**src/rtl/arm_ctrl_sequencer_pkg.sv**
```systemverilog
// Shared types for the ARM7 control sequencer: the control word, the sequencer state
// encoding, the instruction classes, and the instruction-field bit positions.
package arm_ctrl_sequencer_pkg;

    typedef enum logic [2:0] {
        S_EXEC1, S_EXEC2, S_EXEC3, S_REFILL1, S_REFILL2
    } seq_state_t;

    typedef enum logic [2:0] {
        CLS_DP_IMM, CLS_DP_REG_IMMSH, CLS_DP_REG_REGSH, CLS_LDR, CLS_STR, CLS_UNSUP
    } instr_class_t;

    typedef enum logic [1:0] {ADDR_NONE, ADDR_PC, ADDR_ALU} addr_src_t;
    typedef enum logic [2:0] {B_NONE, B_IMM, B_REG_RM, B_REG_RS, B_REG_RD, B_READ_DATA} b_src_t;
    typedef enum logic [1:0] {SHSRC_NONE, SHSRC_IMM, SHSRC_REG} shift_src_t;
    typedef enum logic [1:0] {SH_LSL, SH_LSR, SH_ASR, SH_ROR} shift_type_t;
    typedef enum logic [1:0] {WB_NONE, WB_RD, WB_RN} wb_sel_t;

    typedef struct packed {
        addr_src_t   addr_bus_src;
        logic        memory_read_en;
        logic        memory_write_en;
        logic        memory_latch_ir;
        logic        incrementer_writeback;
        b_src_t      b_bus_source;
        logic [11:0] b_bus_imm;
        shift_src_t  shift_source;
        shift_type_t shift_type;
        logic [4:0]  shift_amount;
        logic        latch_shift_amt;
        logic        use_shift_latch;
        logic [3:0]  alu_op;
        logic        alu_set_flags;
        wb_sel_t     alu_writeback;
        logic        pipeline_flush;
    } control_t;

    localparam logic [3:0] ALU_SUB = 4'h2;
    localparam logic [3:0] ALU_ADD = 4'h4;
    localparam logic [3:0] ALU_MOV = 4'hD;

    localparam int unsigned OPC_HI = 24;
    localparam int unsigned OPC_LO = 21;
    localparam int unsigned U_BIT  = 23;
    localparam int unsigned W_BIT  = 21;
    localparam int unsigned S_BIT  = 20;
    localparam int unsigned L_BIT  = 20;
    localparam int unsigned RD_HI  = 15;
    localparam int unsigned RD_LO  = 12;

    localparam control_t CTRL_NOP = '0;
    localparam control_t CTRL_FETCH = '{
        addr_bus_src: ADDR_PC, memory_read_en: 1'b1, memory_write_en: 1'b0,
        memory_latch_ir: 1'b1, incrementer_writeback: 1'b1, b_bus_source: B_NONE,
        b_bus_imm: 12'h000, shift_source: SHSRC_NONE, shift_type: SH_LSL,
        shift_amount: 5'd0, latch_shift_amt: 1'b0, use_shift_latch: 1'b0,
        alu_op: 4'h0, alu_set_flags: 1'b0, alu_writeback: WB_NONE, pipeline_flush: 1'b0
    };

    // Compare/test opcodes (TST, TEQ, CMP, CMN) only set flags.
    function automatic logic dp_writes_rd(input logic [3:0] opc);
        return opc[3:2] != 2'b10;
    endfunction

    function automatic control_t with_fetch(input control_t c);
        control_t r;
        r = c;
        r.addr_bus_src          = ADDR_PC;
        r.memory_read_en        = 1'b1;
        r.memory_latch_ir       = 1'b1;
        r.incrementer_writeback = 1'b1;
        return r;
    endfunction

    function automatic control_t with_redirect(input control_t c);
        control_t r;
        r = c;
        r.addr_bus_src   = ADDR_ALU;
        r.pipeline_flush = 1'b1;
        return r;
    endfunction

endpackage

```
**src/rtl/arm_instr_classify.sv**
```systemverilog
// Combinational instruction classifier: sorts an IR into the sequencer's instruction classes
// and flags whether the instruction's final writeback lands in R15.
module arm_instr_classify
    import arm_ctrl_sequencer_pkg::*;
(
    input  logic [31:0]  instr_i,
    output instr_class_t cls_o,
    output logic         writes_pc_o
);

    logic rd_is_pc;
    logic unused_fields;

    assign rd_is_pc      = instr_i[RD_HI:RD_LO] == 4'hF;
    assign unused_fields = ^{instr_i[31:28], instr_i[22:21], instr_i[19:16],
                             instr_i[11:8], instr_i[6:5], instr_i[3:0]};

    always_comb begin
        cls_o       = CLS_UNSUP;
        writes_pc_o = 1'b0;
        if (instr_i[27:25] == 3'b001) begin
            cls_o       = CLS_DP_IMM;
            writes_pc_o = rd_is_pc && dp_writes_rd(instr_i[OPC_HI:OPC_LO]);
        end else if (instr_i[27:25] == 3'b000) begin
            // bit7 & bit4 set is the multiply / extra load-store space
            if (!instr_i[4]) begin
                cls_o       = CLS_DP_REG_IMMSH;
                writes_pc_o = rd_is_pc && dp_writes_rd(instr_i[OPC_HI:OPC_LO]);
            end else if (!instr_i[7]) begin
                cls_o       = CLS_DP_REG_REGSH;
                writes_pc_o = rd_is_pc && dp_writes_rd(instr_i[OPC_HI:OPC_LO]);
            end
        end else if (instr_i[27:25] == 3'b010) begin
            cls_o       = instr_i[L_BIT] ? CLS_LDR : CLS_STR;
            writes_pc_o = instr_i[L_BIT] && rd_is_pc;
        end
    end

endmodule

```
**src/rtl/arm_ctrl_sequencer.sv**
```systemverilog
// Multi-cycle ARM7 control sequencer: emits one control word per cycle for DP, LDR/STR and refills.
// Control word is combinational from state and IR; mem_wait freezes state and replays the last word.
module arm_ctrl_sequencer
    import arm_ctrl_sequencer_pkg::*;
#(
    parameter bit NOP_ON_UNDEF = 1'b1
)
(
    input  logic        clk,
    input  logic        rst_n,
    input  logic [31:0] instr,
    input  logic        instr_valid,
    input  logic        cond_pass,
    input  logic        mem_wait,
    output control_t    ctrl,
    output logic        instr_done,
    output logic        undef
);

    seq_state_t   state_q, state_d;
    logic [31:0]  ir_q, ir_d;
    logic         post_instr_q, post_instr_d;
    control_t     ctrl_q, ctrl_d, dp_alu;
    logic         done_d, undef_d, finish_dp;
    logic [31:0]  cls_src;
    instr_class_t cls;
    logic         writes_pc;

    // In EXEC1 the live IR is decoded; later cycles work from the latched copy.
    assign cls_src = (state_q == S_EXEC1) ? instr : ir_q;

    arm_instr_classify u_classify (
        .instr_i     (cls_src),
        .cls_o       (cls),
        .writes_pc_o (writes_pc)
    );

    always_comb begin
        state_d      = state_q;
        ir_d         = ir_q;
        post_instr_d = post_instr_q;
        ctrl_d       = CTRL_NOP;
        done_d       = 1'b0;
        undef_d      = 1'b0;
        finish_dp    = 1'b0;

        dp_alu               = CTRL_NOP;
        dp_alu.alu_op        = cls_src[OPC_HI:OPC_LO];
        dp_alu.alu_set_flags = cls_src[S_BIT];
        dp_alu.alu_writeback = dp_writes_rd(cls_src[OPC_HI:OPC_LO]) ? WB_RD : WB_NONE;

        case (state_q)
            S_EXEC1: begin
                if (instr_valid) begin
                    ir_d = instr;
                    if (!cond_pass) begin
                        ctrl_d = CTRL_FETCH;
                        done_d = 1'b1;
                    end else begin
                        case (cls)
                            CLS_DP_IMM: begin
                                ctrl_d              = dp_alu;
                                ctrl_d.b_bus_source = B_IMM;
                                ctrl_d.b_bus_imm    = {4'h0, cls_src[7:0]};
                                ctrl_d.shift_source = SHSRC_IMM;
                                ctrl_d.shift_type   = SH_ROR;
                                ctrl_d.shift_amount = {cls_src[11:8], 1'b0};
                                finish_dp           = 1'b1;
                            end
                            CLS_DP_REG_IMMSH: begin
                                ctrl_d              = dp_alu;
                                ctrl_d.b_bus_source = B_REG_RM;
                                ctrl_d.shift_source = SHSRC_IMM;
                                ctrl_d.shift_type   = shift_type_t'(cls_src[6:5]);
                                ctrl_d.shift_amount = cls_src[11:7];
                                finish_dp           = 1'b1;
                            end
                            CLS_DP_REG_REGSH: begin
                                ctrl_d.b_bus_source    = B_REG_RS;
                                ctrl_d.latch_shift_amt = 1'b1;
                                state_d                = S_EXEC2;
                            end
                            CLS_LDR, CLS_STR: begin
                                ctrl_d.b_bus_source  = B_IMM;
                                ctrl_d.b_bus_imm     = cls_src[11:0];
                                ctrl_d.alu_op        = cls_src[U_BIT] ? ALU_ADD : ALU_SUB;
                                ctrl_d.addr_bus_src  = ADDR_ALU;
                                ctrl_d.alu_writeback = cls_src[W_BIT] ? WB_RN : WB_NONE;
                                state_d              = S_EXEC2;
                            end
                            default: begin
                                undef_d = 1'b1;
                                if (NOP_ON_UNDEF) begin
                                    ctrl_d = CTRL_FETCH;
                                    done_d = 1'b1;
                                end
                            end
                        endcase
                    end
                end
            end
            S_EXEC2: begin
                case (cls)
                    CLS_DP_REG_REGSH: begin
                        ctrl_d                 = dp_alu;
                        ctrl_d.b_bus_source    = B_REG_RM;
                        ctrl_d.shift_source    = SHSRC_REG;
                        ctrl_d.use_shift_latch = 1'b1;
                        ctrl_d.shift_type      = shift_type_t'(cls_src[6:5]);
                        finish_dp              = 1'b1;
                    end
                    CLS_LDR: begin
                        ctrl_d.memory_read_en = 1'b1;
                        ctrl_d.b_bus_source   = B_READ_DATA;
                        ctrl_d.alu_op         = ALU_MOV;
                        ctrl_d.alu_writeback  = WB_RD;
                        // A load into PC flushes here and skips the trailing fetch cycle.
                        if (writes_pc) begin
                            ctrl_d.pipeline_flush = 1'b1;
                            post_instr_d          = 1'b1;
                            state_d               = S_REFILL1;
                        end else begin
                            state_d = S_EXEC3;
                        end
                    end
                    CLS_STR: begin
                        ctrl_d.memory_write_en = 1'b1;
                        ctrl_d.b_bus_source    = B_REG_RD;
                        state_d                = S_EXEC3;
                    end
                    default: state_d = S_EXEC1;
                endcase
            end
            S_EXEC3: begin
                ctrl_d  = CTRL_FETCH;
                done_d  = 1'b1;
                state_d = S_EXEC1;
            end
            S_REFILL1: begin
                ctrl_d  = CTRL_FETCH;
                state_d = S_REFILL2;
            end
            S_REFILL2: begin
                ctrl_d       = CTRL_FETCH;
                done_d       = post_instr_q;
                post_instr_d = 1'b0;
                state_d      = S_EXEC1;
            end
            default: state_d = S_REFILL1;
        endcase

        if (finish_dp) begin
            if (writes_pc) begin
                ctrl_d       = with_redirect(ctrl_d);
                post_instr_d = 1'b1;
                state_d      = S_REFILL1;
            end else begin
                ctrl_d  = with_fetch(ctrl_d);
                done_d  = 1'b1;
                state_d = S_EXEC1;
            end
        end
    end

    assign ctrl       = !rst_n ? CTRL_NOP : (mem_wait ? ctrl_q : ctrl_d);
    assign instr_done = done_d & ~mem_wait;
    assign undef      = undef_d & ~mem_wait;

    always_ff @(posedge clk or negedge rst_n) begin
        if (!rst_n) begin
            state_q      <= S_REFILL1;
            ir_q         <= '0;
            post_instr_q <= 1'b0;
            ctrl_q       <= CTRL_NOP;
        end else begin
            ctrl_q <= ctrl;
            if (!mem_wait) begin
                state_q      <= state_d;
                ir_q         <= ir_d;
                post_instr_q <= post_instr_d;
            end
        end
    end

endmodule

```
**config.mk**
```make
export PLATFORM = sky130hd
export DESIGN_NAME = arm_ctrl_sequencer
export DESIGN_NICKNAME = d
export VERILOG_FILES = /design/src/rtl/arm_ctrl_sequencer_pkg.sv /design/src/rtl/arm_instr_classify.sv /design/src/rtl/arm_ctrl_sequencer.sv
export SDC_FILE = /design/constraint.sdc
export NUM_CORES = 1
export LEC_CHECK = 0
export CORE_MARGIN = 2
export CORE_UTILIZATION = 55
export CTS_BUF_LIST = sky130_fd_sc_hd__clkbuf_4 sky130_fd_sc_hd__clkbuf_8
export CTS_CLUSTER_DIAMETER = 200
export DETAILED_ROUTE_END_ITERATION = 8
export HOLD_SLACK_MARGIN = 0.08
export MAX_ROUTING_LAYER = met4
export PLACE_DENSITY_LB_ADDON = 0.12
export SYNTH_ARGS = -nofsm -noshare
export SYNTH_HDL_FRONTEND = slang
export SYNTH_HIERARCHICAL = 1
export SYNTH_SLANG_ARGS = --single-unit
```
**constraint.sdc**
```tcl
create_clock -name clk -period 6.5 [get_ports clk]
set_input_delay 0.975 -clock clk [delete_from_list [all_inputs] [get_ports clk]]
set_output_delay 0.975 -clock clk [all_outputs]
set_load 0.02 [all_outputs]
```
## Yosys cells after proc, flatten, opt, wreduce, memory -nomap -nowiden

Index checks and enable logic that the tools add are counted.
W data, S select, Z words.

| word-level totals | value |
|---|---|
| flip-flop bits (word level) | 72 |
| bits of input ports | 37 |
| output and inout bits | 42 |

| cells by class | value |
|---|---|
| multiplexer cells | 65 |
| bitwise operators | 3 |
| reduce and logical (&&, ||, !) cells | 15 |
| equality and inequality tests | 16 |

Operator list:

| operator | count |
|---|---|
| $mux W40 | 6 |
| $pmux W40 S3 | 1 |
| $mux W3 | 11 |
| $mux W1 | 28 |
| $mux W28 | 1 |
| $pmux W12 S2 | 1 |
| $pmux W3 S3 | 2 |
| $pmux W4 S2 | 2 |
| $pmux W8 S2 | 1 |
| $eq A3 B2 Y1 const B | 5 |
| $ne A3 B3 Y1 const B | 4 |
| $pmux W2 S2 | 3 |
| $pmux W3 S4 | 1 |
| $reduce_or A3 Y1 | 4 |
| $mux W11 | 1 |
| $eq A3 B1 Y1 const B | 3 |
| $logic_not A3 Y1 | 3 |
| $eq A3 B3 Y1 const B | 2 |
| $pmux W2 S3 | 1 |
| $reduce_or A2 Y1 | 3 |
| $reduce_and A5 Y1 | 1 |
| $reduce_or A5 Y1 | 1 |
| $eq A4 B4 Y1 const B | 1 |
| $mux W2 | 2 |
| other kinds (8) | 11 |

## Longest topological paths before layout

Gate-level depths: netlist (run 1).

| logic depth | value |
|---|---|
| depth after elaboration | 16 |
| gate-level depth with buffers | 17 |
| depth with buffers taken out | 11 |

## Cells and area by module

Netlist (run 1), hierarchy kept.

Modules (own cells, without submodules):

| module | instances | cells an instance | area each (um^2) | seq. area each (um^2) |
|---|---|---|---|---|
| arm_ctrl_sequencer | 1 | 393 | 3,757.4 | 1,904.3 |
| arm_instr_classify | 1 | 15 | 97.6 | 0.0 |

## Least setup slack after synthesis (run 1)

OpenSTA, ideal clock, no wires.

| timing path | value |
|---|---|
| kind | register -> output |
| start | register state_q[0] |
| end | output ctrl[39] (netlist name) |
| arrival | 3,461 ps |
| buffers on the path | 5 |
| slack | 2,064 ps |
| required time | 5,525 ps |
| stages on the path, launching flop included | 14 |
| cell sequence | dfstp_2 > buf_2 > or3_1 > buf_2 > buf_2 > buf_2 > nand2_1 > nand2_1 > nor3b_1 > o21bai_1 > clkbuf_1 > nand4b_1 > a21oi_1 > o41ai_1 |

RTL lines:

| what | RTL line | source |
|---|---|---|
| start, declared | arm_ctrl_sequencer.sv:20 | `seq_state_t state_q, state_d;` |
| start signal, assigned | arm_ctrl_sequencer.sv:178 | `state_q <= state_d;` |
| end, declared | arm_ctrl_sequencer.sv:15 | `output control_t ctrl,` |

==> results of run 1 <==
routing by layer:
| metal | vias up | global-route usage |
|---|---|---|
| met4 | 0 | 0.115 |
| met2 | 98 | 0.422 |
| met1 | 1419 | 0.335 |
| li1 | 1386 | - |
| met3 | 18 | 0.0378 |
| met5 | - | - |
metrics by stage:
stage          utilization  std cells  area, sq um  worst slack, ns  hold WS [ns]
2_1_floorplan            -        364         3460             2.12         0.471
3_3_place_gp         0.698        488         4180             1.19         0.481
3_5_place_dp         0.698        488         4180             1.13         0.492
4_1_cts              0.727        503         4360            0.812         0.507
5_1_grt              0.727        503         4360            0.483         0.517
6_report             0.727        503         4360            0.763         0.505
power groups by stage:
stage                     Combinational, mW  Clock (mW)  Sequential (mW)
after floorplan                       0.468           0            0.559
after global placement                0.601           0            0.574
after detailed placement              0.613           0            0.582
after CTS                             0.620       0.319            0.575
after global routing                  0.684       0.338            0.586
final                                 0.622       0.315            0.575
state kept, by name, indices dropped and copies added, names as in the netlist:
signal / flops
ir_q: 24
post_instr_q: 1
state_q: 3
ctrl_q: 40
cell type report:
type                            count  area (sq um)
Tap cell                           75          93.8
Clock inverter                      4          25.0
Timing Repair Buffer               77           751
Fill cell                         486          1640
Multi-Input combinational cell    260          1600
Sequential cell                    68          1700
Inverter                            8          30.0
Clock buffer                       11           151
worst max-delay path, cell delays in order (launching register included):
cell and delay [ns]:
dfstp_2 0.67, or3_1 0.66, mux2i_1 0.20, inv_1 0.11
nand2b_1 0.08, o21a_1 0.18, nor3_1 0.15, buf_4 0.21
nor2b_1 0.37, and4b_1 0.32, o21ai_1 0.24, nand2b_1 0.28
a31oi_1 0.26, clkdlybuf4s50_1 0.68
path summary, 6_finish.rpt:
path | end | cells past startpoint
max in group asynchronous | ctrl_q[11]$_DFF_PN0_ | 2
hold / removal | ir_q[5]$_DFFE_PN0P_ | 1
min in group asynchronous | ctrl_q[35]$_DFF_PN0_ | 2
hold reg to reg | ir_q[5]$_DFFE_PN0P_ | 1
setup / recovery | ctrl[5] | 13
setup reg to reg | ctrl_q[5]$_DFF_PN0_ | 12
==> flow_summary.yaml, run 1 <==
die:
  die_area_sq_um: 6940
  rows: 28
  die_w_um: 83.3
  coreArea_sq_um: 5990
  die_y_um: 83.3
  initial_core_util: 0.577
  ios: 79
yosys:
  syn_nets: 401
  syn_area_sq_um: 3460
  synthCells: 364
  syn_avg_cell_area_sq_um: 9.50
  ys.warnings.count: 6
sta:
  fmax_mhz: 174
  hold_viol: 0
  drv_slew: 0
  fin_crit_ns: 5.74
  max_slew_margin: 0.347
  fin_skew_ns: 0.00526
  period_share: 0.883
  finalSetupViolCount: 0
  tightest_slew_ns: 0.980
  rsz0062_at_grt: "no"
  tns_ns: 0
drt:
  dr.pass1.iters: 4
  highest_layer: "met4"
  wl_per_cell_um: 17.0
  met3_length_um: 382
  met2WireLength_mm: 4.27
  routed_wl_mm: 8.55
  drc: 0
  vias_per_cell: 5.81
  ant_nets: 0
  wl_met1_mm: 3.73
  drt_iter0_drc: 204
  vias: 2921
hold_path:
  holdCritPathClass: "reg2reg"
  hold_start: "ir_q[5]$_DFFE_PN0P_"
critical_path:
  crit_required_ns: 5.52
  path_max_fanout: 19
  arrival_ns: 4.76
  start_kind: "flop"
  startpoint: "state_q[1]$_DFFE_PN1P_"
  r2r_setup_slack_ns: 2.63
  endpoint_kind: "output pin"
  setup.worst_path.class: "reg2out"
  r2r_start: "state_q[1]$_DFFE_PN1P_"
clock_tree:
  insertion_delay_ns: 0.34
  clock_path_buffers: 2
  cts-resized-gates: 0
  cts_root_buffer: "clkbuf_8"
  cts_tree: "done"
  numCtsBuffers: 9
  cts_max_level: 3
  postCtsHoldBufs: 0
  cts_setup_buffers: 0
  clk_pin_slew_ns: 0.07
  numClockSinks: 68
grt:
  grt_pass1_wl_mm: 14.3
  grt_usage: 0.263
  grt_pass1_vias: 3038
  grt_overflow: 0
  grt_max_degree: 85
  antenna_found_initial: 0
power:
  pwr-share-seq: 0.381
  totalPowerFinal_mw: 1.51
  leakage_nw: 1.87
  swShare: 0.373
  combPwrFrac: 0.411
  internal_power_uw: 948
  clkPwrFrac: 0.208
  power_switching_uw: 563
  power_density_nw_per_um2: 347
  vdd_ir_drop_max_mv: 0.222
layout:
  drive_above_1_share: 0.129
  final_common_cell: "clkdlybuf4s50_1"
  layout_common_cells: "clkdlybuf4s50_1, nand2_1, dfrtp_1"
  nNetsFinal: 461
  diodes: 0
  area_growth_pct: 25.9
placement:
  gp_congestion: 0.866
  io_buffer_count: 70
  hpwlAfterDp_mm: 5.66
flow_run:
  cap_violations: 0
run_status:
  status: "finished, final reports clean"
(Power assumes the default switching activity.)
==> run 2, diff against run 1 <==
- RECOVER_POWER: not set -> 50
==> flow_summary.yaml, run 2 (synthesis results as in run 1) <==
die:
  initial_core_util: 0.577
  die_w_um: 83.3
  die_y_um: 83.3
  ios: 79
  die_area_sq_um: 6940
  coreArea_sq_um: 5990
  rows: 28
critical_path:
  cpPeakStageDelay_ns: 1.61
  rr_worst_depth: 12
  arrival_ns: 4.82
  endpoint_kind: "output pin"
  crit_chain: "dlygate4sd3_1, clkbuf_1, inv_1, o21ai_0, nor2_1, clkdlybuf4s50_1"
  startpoint: "mem_wait"
  path_max_fanout: 51
  path_delay_family: "buffers and inverters"
  cp_slowest_cell: "clkbuf_1"
  crit_required_ns: 5.52
  start_kind: "input pin"
  setup.worst_path.class: "in2out"
  cp.depth: 6
  r2r_start: "state_q[2]$_DFFE_PN0P_"
  cp.buffers_inverters: 4
sta:
  max_slew_margin: -0.490
  tightest_slew_ns: 2.23
  fin_skew_ns: 0.00418
  tns_ns: 0
  drv_slew: 52
  hold_viol: 0
  period_share: 0.892
  rsz0062_at_grt: "no"
  finalSetupViolCount: 0
  fmax_mhz: 173
  fin_crit_ns: 5.80
layout:
  fin_cells: 503
  utilization: 0.725
  diodes: 0
  largest_reg_flops: 40
  top_regs: "ctrl_q x40, ir_q x24, state_q x3"
  drive_above_1_share: 0.121
  regMostFlops: "ctrl_q"
  final_common_cell: "clkdlybuf4s50_1"
  area_growth_pct: 25.6
  layout_common_cells: "clkdlybuf4s50_1, nand2_1, dfrtp_1"
  fillers: 490
  nNetsFinal: 461
clock_tree:
  cts-resized-gates: 0
  cts_tree: "done"
  cts_root_buffer: "clkbuf_8"
  numClockSinks: 68
  cts_setup_buffers: 0
  numCtsBuffers: 9
  cts_max_level: 3
  clk_pin_slew_ns: 0.07
  postCtsHoldBufs: 0
  clock_path_buffers: 2
  insertion_delay_ns: 0.34
grt:
  grt_pass1_vias: 3038
  grt_usage: 0.263
  grt_max_degree: 85
  grt_pass1_wl_mm: 14.3
  antenna_found_initial: 0
  grt_overflow: 0
run_status:
  violations: "max-capacitance violations, max-slew violations"
  status: "complete, but fails checks"
power:
  leakage_nw: 1.86
  totalPowerFinal_mw: 1.51
  vdd_ir_drop_max_mv: 0.221
  power_density_nw_per_um2: 347
drt:
  drc: 0
  ant_nets: 0
  routed_wl_mm: 8.51
  vias: 2893
  drt_iter0_drc: 202
  vias_per_cell: 5.75
  dr.pass1.iters: 4
  wl_per_cell_um: 16.9
hold_path:
  holdPathStages: 1
  hold_start: "ir_q[5]$_DFFE_PN0P_"
  holdCritPathClass: "reg2reg"
placement:
  gp_congestion: 0.866
  io_buffer_count: 70
  hpwlAfterDp_mm: 5.66
  placedCellCount: 488
flow_run:
  cap_violations: 1
==> run 2: final timing paths <==
check | end | slack, ns
worst max-delay path | ctrl[38] | 0.70
worst min-delay path | ir_q[5]$_DFFE_PN0P_ | 0.51
worst max register to register | ctrl_q[5]$_DFF_PN0_ | 2.64
worst min register to register | ir_q[5]$_DFFE_PN0P_ | 0.51
max in group asynchronous | ctrl_q[6]$_DFF_PN0_ | 4.95
min in group asynchronous | ctrl_q[34]$_DFF_PN0_ | 0.91
==> run 2: through the flow <==
stage               cell area (sq um)  setup WS [ns]  hold slack [ns]
detailed placement               4180           1.13            0.492
global placement                 4180           1.19            0.481
global route                     4340          0.374            0.517
finish                           4340          0.704            0.506
floorplan                        3460           2.12            0.471
CTS                              4360          0.812            0.507
==> run 2: where the power goes <==
| group | switching [mW] | leakage [nW] | internal (mW) |
|---|---|---|---|
| combinational | 0.347 | 0.892 | 0.271 |
| clock | 0.158 | 0.0872 | 0.156 |
| sequential | 0.0549 | 0.885 | 0.520 |
| total | 0.560 | 1.86 | 0.947 |
==> run 2: layer usage <==
metal | vias up | global-route usage | part of all wire | wire length, um
met1 | 1387 | 0.335 | 0.43 | 3650
met4 | 0 | 0.115 | 0.023 | 198
met3 | 23 | 0.0378 | 0.052 | 444
met5 | - | - | 0 | 0
met2 | 99 | 0.422 | 0.50 | 4210
li1 | 1384 | - | - | -
==> run 2: area by class of cell <==
class	instances	area, sq um	area share
repair buffers	77	739	0.170
multi-input cells	260	1600	0.368
clock buffers	11	151	0.0349
clock inverters	4	25.0	0.00576
inverters	8	30.0	0.00691
flip-flops and latches	68	1700	0.392
well taps	75	93.8	0.0216
==> run 2: worst register-to-register path, stage by stage (launching register included) <==
cell and delay [ns]:
dfrtp_1 0.54, or3_1 0.71, nand2_1 0.18, nand2_1 0.13
nand2b_1 0.19, o21a_1 0.17, nor3_1 0.15, buf_4 0.20
nor2b_1 0.37, and4b_1 0.32, o21ai_1 0.24, nand2b_1 0.28
a31oi_1 0.25
